## src/rtl/hilo_muldiv_ctrl_pkg.sv

```systemverilog
// hilo_muldiv_ctrl_pkg: shared definitions for the HI/LO multiply/divide sequencer.
//   op_e    : request op codes (3'b110 and 3'b111 are reserved)
//   state_e : sequencer states
//   ZON_*   : bit positions inside the {zero, overflow, negative} flag vector
package hilo_muldiv_ctrl_pkg;
  typedef enum logic [2:0] {
    OP_MULT  = 3'b000,
    OP_MULTU = 3'b001,
    OP_DIV   = 3'b010,
    OP_DIVU  = 3'b011,
    OP_MTHI  = 3'b100,
    OP_MTLO  = 3'b101
  } op_e;

  typedef enum logic [1:0] {ST_IDLE, ST_CALC, ST_FIX, ST_DONE} state_e;

  localparam int ZON_Z = 2;
  localparam int ZON_O = 1;
  localparam int ZON_N = 0;
endpackage

```

## src/rtl/hilo_muldiv_ctrl_if.sv

```systemverilog
// hilo_muldiv_ctrl_if: request handshake plus HI/LO result bus.
//   master : requester (drives req_valid/req_op/req_a/req_b)
//   slave  : sequencer (drives req_ready, done, hi, lo, zon, div0, op_err)
interface hilo_muldiv_ctrl_if #(parameter int WIDTH = 32);
  logic             req_valid;
  logic             req_ready;
  logic [2:0]       req_op;
  logic [WIDTH-1:0] req_a;
  logic [WIDTH-1:0] req_b;
  logic             done;
  logic [WIDTH-1:0] hi;
  logic [WIDTH-1:0] lo;
  logic [2:0]       zon;
  logic             div0;
  logic             op_err;

  modport master (output req_valid, req_op, req_a, req_b,
                  input  req_ready, done, hi, lo, zon, div0, op_err);
  modport slave  (input  req_valid, req_op, req_a, req_b,
                  output req_ready, done, hi, lo, zon, div0, op_err);
endinterface

```

## src/rtl/hilo_muldiv_ctrl_iter_step.sv

```systemverilog
// hilo_iter_step: one combinational iteration of the shift-add multiplier or
// the restoring divider, both working on a 2*WIDTH accumulator.
//   div_mode : 0 = multiply step, 1 = divide step
//   acc_in   : mult {partial_hi, multiplier}; div {remainder, dividend/quotient}
//   opnd     : multiplicand (mult) or divisor (div)
//   acc_out  : accumulator after the step
// Macro HILO_DIV_EN: when undefined the divide step is not built.
module hilo_iter_step #(parameter int WIDTH = 32) (
  input  logic               div_mode,
  input  logic [2*WIDTH-1:0] acc_in,
  input  logic [WIDTH-1:0]   opnd,
  output logic [2*WIDTH-1:0] acc_out
);
  logic [WIDTH:0] sum;
`ifdef HILO_DIV_EN
  logic [WIDTH:0]   rem_sh;
  logic [WIDTH-1:0] diff;
  logic             ge;
`endif

  always_comb begin
    // Multiply: add multiplicand when the multiplier LSB is set, then shift
    // the 65-bit {carry, partial} right by one into the accumulator.
    sum     = {1'b0, acc_in[2*WIDTH-1:WIDTH]} + (acc_in[0] ? {1'b0, opnd} : '0);
    acc_out = {sum, acc_in[WIDTH-1:1]};
`ifdef HILO_DIV_EN
    // Restoring divide: shift {rem, quo} left, trial-subtract the divisor.
    // rem_sh keeps the bit shifted out of the remainder so the compare is exact.
    rem_sh = acc_in[2*WIDTH-1:WIDTH-1];
    ge     = rem_sh >= {1'b0, opnd};
    diff   = rem_sh[WIDTH-1:0] - opnd;
    if (div_mode)
      acc_out = ge ? {diff, acc_in[WIDTH-2:0], 1'b1}
                   : {rem_sh[WIDTH-1:0], acc_in[WIDTH-2:0], 1'b0};
`endif
  end

`ifndef HILO_DIV_EN
  logic unused_div_mode;
  assign unused_div_mode = div_mode;
`endif
endmodule

```

## src/rtl/hilo_muldiv_ctrl.sv

```systemverilog
// hilo_muldiv_ctrl: multi-cycle MULT/MULTU/DIV/DIVU sequencer owning HI/LO,
// plus single-cycle MTHI/MTLO writes.
//   clk, rst : clock, asynchronous active-high reset
//   bus      : slave side of hilo_muldiv_ctrl_if (request handshake, HI/LO,
//              zon flags, done/div0/op_err pulses)
// Macro HILO_DIV_EN: defined = divider present; undefined = DIV/DIVU complete
// through the reserved-op path with op_err.
// Results are committed on the DONE->IDLE edge, so done, hi, lo and zon change
// together. The first iteration runs on the accepting edge straight from the
// request operands, which is what gives the 33-edge completion.
module hilo_muldiv_ctrl
  import hilo_muldiv_ctrl_pkg::*;
#(
  parameter int WIDTH = 32
) (
  input logic              clk,
  input logic              rst,
  hilo_muldiv_ctrl_if.slave bus
);
  localparam int CW = $clog2(WIDTH);
  localparam logic [WIDTH-1:0] MIN_NEG = {1'b1, {(WIDTH-1){1'b0}}};
`ifdef HILO_DIV_EN
  localparam bit DIV_EN = 1'b1;
`else
  localparam bit DIV_EN = 1'b0;
`endif

  state_e             state_q, state_d;
  logic [CW-1:0]      cnt_q, cnt_d;
  logic [2*WIDTH-1:0] acc_q, acc_d;
  logic [WIDTH-1:0]   opnd_q, opnd_d, hi_q, hi_d, lo_q, lo_d;
  logic [2:0]         op_q, op_d, zon_q, zon_d;
  logic qneg_q, qneg_d, rneg_q, rneg_d, ovf_q, ovf_d, div0p_q, div0p_d;
  logic done_q, done_d, div0_q, div0_d, err_q, err_d;

  logic               req_signed, req_mul, req_div, op_is_div, step_div;
  logic [WIDTH-1:0]   abs_a, abs_b, step_opnd, q_res, r_res;
  logic [2*WIDTH-1:0] step_acc, step_out;

  hilo_iter_step #(.WIDTH(WIDTH)) u_step (
    .div_mode(step_div), .acc_in(step_acc), .opnd(step_opnd), .acc_out(step_out)
  );

  always_comb begin
    req_signed = (bus.req_op == OP_MULT) || (bus.req_op == OP_DIV);
    req_mul    = (bus.req_op == OP_MULT) || (bus.req_op == OP_MULTU);
    req_div    = DIV_EN && ((bus.req_op == OP_DIV) || (bus.req_op == OP_DIVU));
    abs_a      = (req_signed && bus.req_a[WIDTH-1]) ? -bus.req_a : bus.req_a;
    abs_b      = (req_signed && bus.req_b[WIDTH-1]) ? -bus.req_b : bus.req_b;
    op_is_div  = (op_q == OP_DIV) || (op_q == OP_DIVU);
    q_res      = qneg_q ? -acc_q[WIDTH-1:0] : acc_q[WIDTH-1:0];
    r_res      = rneg_q ? -acc_q[2*WIDTH-1:WIDTH] : acc_q[2*WIDTH-1:WIDTH];
    // In IDLE the step unit sees the incoming operands (first iteration).
    if (state_q == ST_IDLE) begin
      step_div  = req_div;
      step_acc  = {{WIDTH{1'b0}}, req_div ? abs_a : abs_b};
      step_opnd = req_div ? abs_b : abs_a;
    end else begin
      step_div  = op_is_div;
      step_acc  = acc_q;
      step_opnd = opnd_q;
    end
  end

  always_comb begin
    state_d = state_q;  cnt_d  = cnt_q;  acc_d  = acc_q;  opnd_d = opnd_q;
    op_d    = op_q;     qneg_d = qneg_q; rneg_d = rneg_q; ovf_d  = ovf_q;
    div0p_d = div0p_q;  hi_d   = hi_q;   lo_d   = lo_q;   zon_d  = zon_q;
    done_d  = 1'b0;     div0_d = 1'b0;   err_d  = 1'b0;
    unique case (state_q)
      ST_IDLE: if (bus.req_valid) begin
        op_d    = bus.req_op;
        qneg_d  = req_signed && (bus.req_a[WIDTH-1] ^ bus.req_b[WIDTH-1]);
        rneg_d  = (bus.req_op == OP_DIV) && bus.req_a[WIDTH-1];
        ovf_d   = (bus.req_op == OP_DIV) && (bus.req_a == MIN_NEG) && (&bus.req_b);
        div0p_d = req_div && (bus.req_b == '0);
        if (req_mul || (req_div && (bus.req_b != '0))) begin
          acc_d   = step_out;
          opnd_d  = step_opnd;
          cnt_d   = CW'(1);
          state_d = ST_CALC;
        end else begin
          // Short ops: MTHI/MTLO payload parks in acc until commit.
          acc_d   = {{WIDTH{1'b0}}, bus.req_a};
          state_d = ST_DONE;
        end
      end
      ST_CALC: begin
        acc_d = step_out;
        cnt_d = cnt_q + CW'(1);
        if (cnt_q == CW'(WIDTH-1)) state_d = ST_FIX;
      end
      ST_FIX: begin
        acc_d   = op_is_div ? {r_res, q_res} : (qneg_q ? -acc_q : acc_q);
        state_d = ST_DONE;
      end
      ST_DONE: begin
        state_d = ST_IDLE;
        done_d  = 1'b1;
        zon_d   = '0;
        if ((op_q == OP_MULT) || (op_q == OP_MULTU)) begin
          hi_d = acc_q[2*WIDTH-1:WIDTH];
          lo_d = acc_q[WIDTH-1:0];
          zon_d[ZON_Z] = (acc_q == '0);
          zon_d[ZON_O] = (op_q == OP_MULT)
                         ? (acc_q[2*WIDTH-1:WIDTH] != {WIDTH{acc_q[WIDTH-1]}})
                         : (acc_q[2*WIDTH-1:WIDTH] != '0);
          zon_d[ZON_N] = (op_q == OP_MULT) && acc_q[2*WIDTH-1];
        end else if (op_is_div && DIV_EN) begin
          if (div0p_q) div0_d = 1'b1;
          else begin
            hi_d = acc_q[2*WIDTH-1:WIDTH];
            lo_d = acc_q[WIDTH-1:0];
            zon_d[ZON_Z] = (acc_q[WIDTH-1:0] == '0);
            zon_d[ZON_O] = ovf_q;
            zon_d[ZON_N] = (op_q == OP_DIV) && acc_q[WIDTH-1];
          end
        end else if (op_q == OP_MTHI) hi_d = acc_q[WIDTH-1:0];
        else if (op_q == OP_MTLO) lo_d = acc_q[WIDTH-1:0];
        else err_d = 1'b1;
      end
      default: state_d = ST_IDLE;
    endcase
  end

  always_ff @(posedge clk or posedge rst) begin
    if (rst) begin
      state_q <= ST_IDLE; cnt_q <= '0;  acc_q <= '0;  opnd_q <= '0;
      op_q <= '0;  qneg_q <= 1'b0; rneg_q <= 1'b0; ovf_q <= 1'b0;
      div0p_q <= 1'b0; hi_q <= '0; lo_q <= '0; zon_q <= '0;
      done_q <= 1'b0; div0_q <= 1'b0; err_q <= 1'b0;
    end else begin
      state_q <= state_d; cnt_q <= cnt_d; acc_q <= acc_d; opnd_q <= opnd_d;
      op_q <= op_d; qneg_q <= qneg_d; rneg_q <= rneg_d; ovf_q <= ovf_d;
      div0p_q <= div0p_d; hi_q <= hi_d; lo_q <= lo_d; zon_q <= zon_d;
      done_q <= done_d; div0_q <= div0_d; err_q <= err_d;
    end
  end

  assign bus.req_ready = (state_q == ST_IDLE);
  assign bus.done      = done_q;
  assign bus.hi        = hi_q;
  assign bus.lo        = lo_q;
  assign bus.zon       = zon_q;
  assign bus.div0      = div0_q;
  assign bus.op_err    = err_q;
endmodule
```

## src/flat_wrapper.sv

```systemverilog
// flat-port wrapper written by rule: the top's interface ports become plain ports
module hilo_muldiv_ctrl_flat import hilo_muldiv_ctrl_pkg::*;
#(
  parameter int WIDTH = 32
)
  (clk, rst, bus_req_valid, bus_req_op, bus_req_a, bus_req_b, bus_req_ready, bus_done, bus_hi, bus_lo, bus_zon, bus_div0, bus_op_err);
  hilo_muldiv_ctrl_if #(.WIDTH(WIDTH)) bus_i ();
  input logic clk;
  input logic rst;
  input wire logic [$bits(bus_i.req_valid)-1:0] bus_req_valid;
  input wire logic [$bits(bus_i.req_op)-1:0] bus_req_op;
  input wire logic [$bits(bus_i.req_a)-1:0] bus_req_a;
  input wire logic [$bits(bus_i.req_b)-1:0] bus_req_b;
  output wire logic [$bits(bus_i.req_ready)-1:0] bus_req_ready;
  output wire logic [$bits(bus_i.done)-1:0] bus_done;
  output wire logic [$bits(bus_i.hi)-1:0] bus_hi;
  output wire logic [$bits(bus_i.lo)-1:0] bus_lo;
  output wire logic [$bits(bus_i.zon)-1:0] bus_zon;
  output wire logic [$bits(bus_i.div0)-1:0] bus_div0;
  output wire logic [$bits(bus_i.op_err)-1:0] bus_op_err;
  assign bus_i.req_valid = bus_req_valid;
  assign bus_i.req_op = bus_req_op;
  assign bus_i.req_a = bus_req_a;
  assign bus_i.req_b = bus_req_b;
  assign bus_req_ready = bus_i.req_ready;
  assign bus_done = bus_i.done;
  assign bus_hi = bus_i.hi;
  assign bus_lo = bus_i.lo;
  assign bus_zon = bus_i.zon;
  assign bus_div0 = bus_i.div0;
  assign bus_op_err = bus_i.op_err;
  hilo_muldiv_ctrl #(.WIDTH(WIDTH)) u_core (.clk(clk), .rst(rst), .bus(bus_i));
endmodule
```

## config.mk

```make
export PLATFORM = sky130hd
export DESIGN_NAME = hilo_muldiv_ctrl_flat
export DESIGN_NICKNAME = d
export VERILOG_FILES = /design/src/rtl/hilo_muldiv_ctrl_pkg.sv /design/src/rtl/hilo_muldiv_ctrl_if.sv /design/src/rtl/hilo_muldiv_ctrl_iter_step.sv /design/src/rtl/hilo_muldiv_ctrl.sv /design/src/flat_wrapper.sv
export SDC_FILE = /design/constraint.sdc
export NUM_CORES = 1
export LEC_CHECK = 0
export BUFFER_PORTS_ARGS = -buffer_cell sky130_fd_sc_hd__clkbuf_2
export CORE_UTILIZATION = 55
export CTS_CLUSTER_SIZE = 16
export DETAILED_ROUTE_END_ITERATION = 6
export MAX_ROUTING_LAYER = met4
export PLACE_DENSITY = 0.78
export SLEW_MARGIN = 20
export SYNTH_ARGS = -nofsm -noshare
export SYNTH_HDL_FRONTEND = slang
export SYNTH_SLANG_ARGS = --single-unit
```

## constraint.sdc

```tcl
create_clock -name clk -period 6.3 [get_ports clk]
set_input_delay 1.26 -clock clk [delete_from_list [all_inputs] [get_ports clk]]
set_output_delay 1.26 -clock clk [all_outputs]
set_load 0.02 [all_outputs]
```

==> reports/summary.txt <==
DR pass1 iterations -> 6
Syn Area/Cell -> 8.221 µm²
CTS H-Tree Depth -> 4
Overall power -> 7751 µW
Leakage -> 0.006375 µW
Top cell type's share of synthesized area -> 33.32%
VDD IR max -> 0.0002639 V
CP required -> 6.63 ns
Most used DFF post-synth -> dfrtp_1
Share of the yosys chip area belonging to registers -> 33.32%
Hold Buf Count CTS -> 0
GRT overflow -> 0
Worst Setup Start Kind -> input port
Synth top area cells -> dfrtp_1, o21ai_0, nand2_1
Tmin final -> 5.231 ns
Post-route clock skew -> 0.01496 ns
Top Ports -> 141
Critical-path top delay cell -> nor4_1
Final Setup Violations -> 0
DRC -> 0
Antenna viol nets, final -> 0
Cells after Synth -> 1617
Avg Vias per Cell -> 6.639
Worst path buffer plus inverter count -> 2
Max Clk Rate -> 0.1912 GHz
Die Height -> 157.5 µm
Cell Pwr Density -> 526.5 mW/mm²
Most common cell after layout, fill and taps aside -> dfrtp_1
Antenna violations before repair -> 0
RSZ-0062 raised after global routing -> no
Root Driver -> clkbuf_16
Overall routed net length -> 44140 µm
Status -> finished clean
CORE AREA -> 0.02361 mm²
Post-CTS Setup Bufs -> 0
MaxCap Viol Count -> 0
Half-perimeter wire length after placement -> 32060 µm
Longest Clk Path Bufs -> 2
Final Hold Viols -> 0
Ys async rst share -> 100.0%
Area leader, netlist -> dfrtp_1
EDFF count, synth -> 0
Critical path arrival -> 5.56 ns
Placer Congestion -> 0.9928
Rel. slew slack -> 41.41%
Clock buffer count from CTS -> 17
Setup_tns -> 0 ns
Synth Register Bits -> 177
Final Max Tran Viols -> 0
Layout Nets -> 1788
CTS resizes -> 0
Synth warn -> 0
Layout cells sized above 1 -> 16.18%
Port-buffer cells -> 139
Clock transition at path regs -> 0.08 ns
Slew @ Worst Pin -> 0.8788 ns
Worst setup EP type -> register
All-layer global routing usage -> 37.44%
First-pass GRT wire length -> 68570 µm
HP Class -> register to register
FP Rows -> 56
Met3 WL post-DR -> 4303 µm
Post-Route M1 WL -> 17790 µm
Wirelength per Cell -> 22.00 µm
Via count -> 13320
Mapped Area -> 0.01329 mm²
CP Cell Sequence -> clkbuf_2, nor4_1, and2_1, a21oi_1, xnor2_1, a211oi_1, ha_1, a21oi_1, o21ai_0, a2111oi_1, buf_4, nor2_1, a211o_1, a21oi_1, nor4_1, or3_1
Die width -> 157.5 µm
Yosys cell types -> 87
Die ar. -> 0.02480 mm²
Layout area overhead -> 10.73%
Pin count of the biggest net entering global routing -> 76
TritonCTS clock tree -> built
Highest routed layer -> met4
Critical path peak fanout -> 6
Most frequent cells in the layout -> dfrtp_1, o21ai_0, nand2_1
Final period utilization -> 83.03%
Met2 Routed Length -> 20300 µm
DRT iter0 DRCs -> 1735
Max incr delay on CP -> 0.58 ns
Initial Util -> 56.30%
Sinks on Clock Net -> 177
Crit path top cell by count -> a21oi_1
Antenna diodes -> 0
Crit path max-delay family -> compound AO/OA/AOI/OAI gates
Vias in the first global route -> 12250
Syn nets -> 1731
Clock latency on the worst-skew pair -> 0.45 ns
Critical path class -> input port to register
power by group:
part	internal (µW)	total [µW]	switching, µW
combinational	1640	4400	2770
sequential	1600	2250	651
clock	532	1090	562
total	3770	7750	3980
final cells by class:
cell class | count | area (µm²)
fillers | 1987 | 8892
multi-input cells | 1284 | 8312
flip-flops and latches | 177 | 4429
repair buffers | 161 | 860.8
clock buffers | 17 | 425.4
well taps | 319 | 399.1
clock inverters | 15 | 165.2
inverters | 33 | 128.9
cell families (layout without fill, tap and decap cells):
logic type               Yosys count  count (layout)  share of synthesized area, %
AND/OR/NAND/NOR                  592             592                         22.47
multiplexers                      92              92                         7.360
flip-flops                       177             177                         33.32
adder cells (fa/ha/maj)           44              44                         4.198
other                              1               1                       0.02821
XOR/XNOR                          87              87                         5.732
AO/OA/AOI/OAI                    468             468                         22.32
buffers and inverters            156             226                         4.574
synthesized netlist by cell type (12+ instances only):
cell type and count:
nand2_1 166, ha_1 43, a221oi_1 12, o31ai_1 17
nor2b_1 38, a31oi_1 14, nand3_1 32, a211oi_1 20
a21o_1 21, inv_1 32, o21ai_0 175, xor2_1 37
nor3_1 60, a21oi_1 89, dfrtp_1 177, xnor2_1 50
or3_1 19, nand4_1 24, clkbuf_1 108, mux2_2 45
nor2_1 143, mux2i_1 46, nor4_1 35
path summary, 6_finish.rpt:
check,cells after the start,from,slack [ns],endpoint
worst max-delay path,16,bus_req_a[5],1.07,u_core.acc_q[63]$_DFFE_PP0P_
worst min-delay path,2,u_core.bus.hi[17]$_DFFE_PP0P_,0.49,u_core.bus.hi[17]$_DFFE_PP0P_
worst max register to register,15,u_core.state_q[0]$_DFFE_PP0P_,1.64,u_core.acc_q[63]$_DFFE_PP0P_
worst min register to register,2,u_core.bus.hi[17]$_DFFE_PP0P_,0.49,u_core.bus.hi[17]$_DFFE_PP0P_
max in group asynchronous,3,rst,4.05,u_core.opnd_q[7]$_DFFE_PP0P_
min in group asynchronous,2,rst,0.94,u_core.bus.hi[30]$_DFFE_PP0P_
sequential cells by signal, summed over array words and instances (netlist names):
register / flops
u_core.acc_q: 64
u_core.bus.hi: 32
u_core.bus.lo: 32
u_core.opnd_q: 32
u_core.cnt_q: 5
u_core.bus.zon: 3
u_core.op_q: 3
u_core.state_q: 2
u_core.bus.done: 1
u_core.bus.op_err: 1
u_core.qneg_q: 1
u_core.rneg_q: 1
layer usage:
metal  up-vias  track usage [%]
li1       6028                -
met1      6335            50.14
met2       802            57.44
met3       153            5.231
met4         0            14.29
met5         -                -
stage by stage:
step           setup slack (ns)  utilization (%)  hold WS, ns  cells  instance area, µm²
2_1_floorplan            0.2381                -       0.4446   1617               13290
3_3_place_gp             0.9425            59.84       0.4587   1974               14130
3_5_place_dp             0.8071            59.84       0.4710   1974               14130
4_1_cts                   1.185            62.34       0.4874   2006               14720
5_1_grt                  0.8654            62.34       0.5124   2006               14720
6_report                  1.069            62.34       0.4870   2006               14720
worst register-to-register path, cell delays in order, from the launching register on:
cell       delay (ns)
dfrtp_1          0.43
inv_1            0.13
ha_4             0.17
buf_4            0.67
nor2_1           0.16
a211oi_1         0.35
ha_1             0.39
a21oi_1          0.19
o21ai_0          0.17
a2111oi_1        0.54
buf_4            0.21
nor2_1           0.07
a211o_1          0.29
a21oi_1          0.35
nor4_1           0.10
or3_1            0.32
Note: power is estimated with default switching activity, not from simulation.
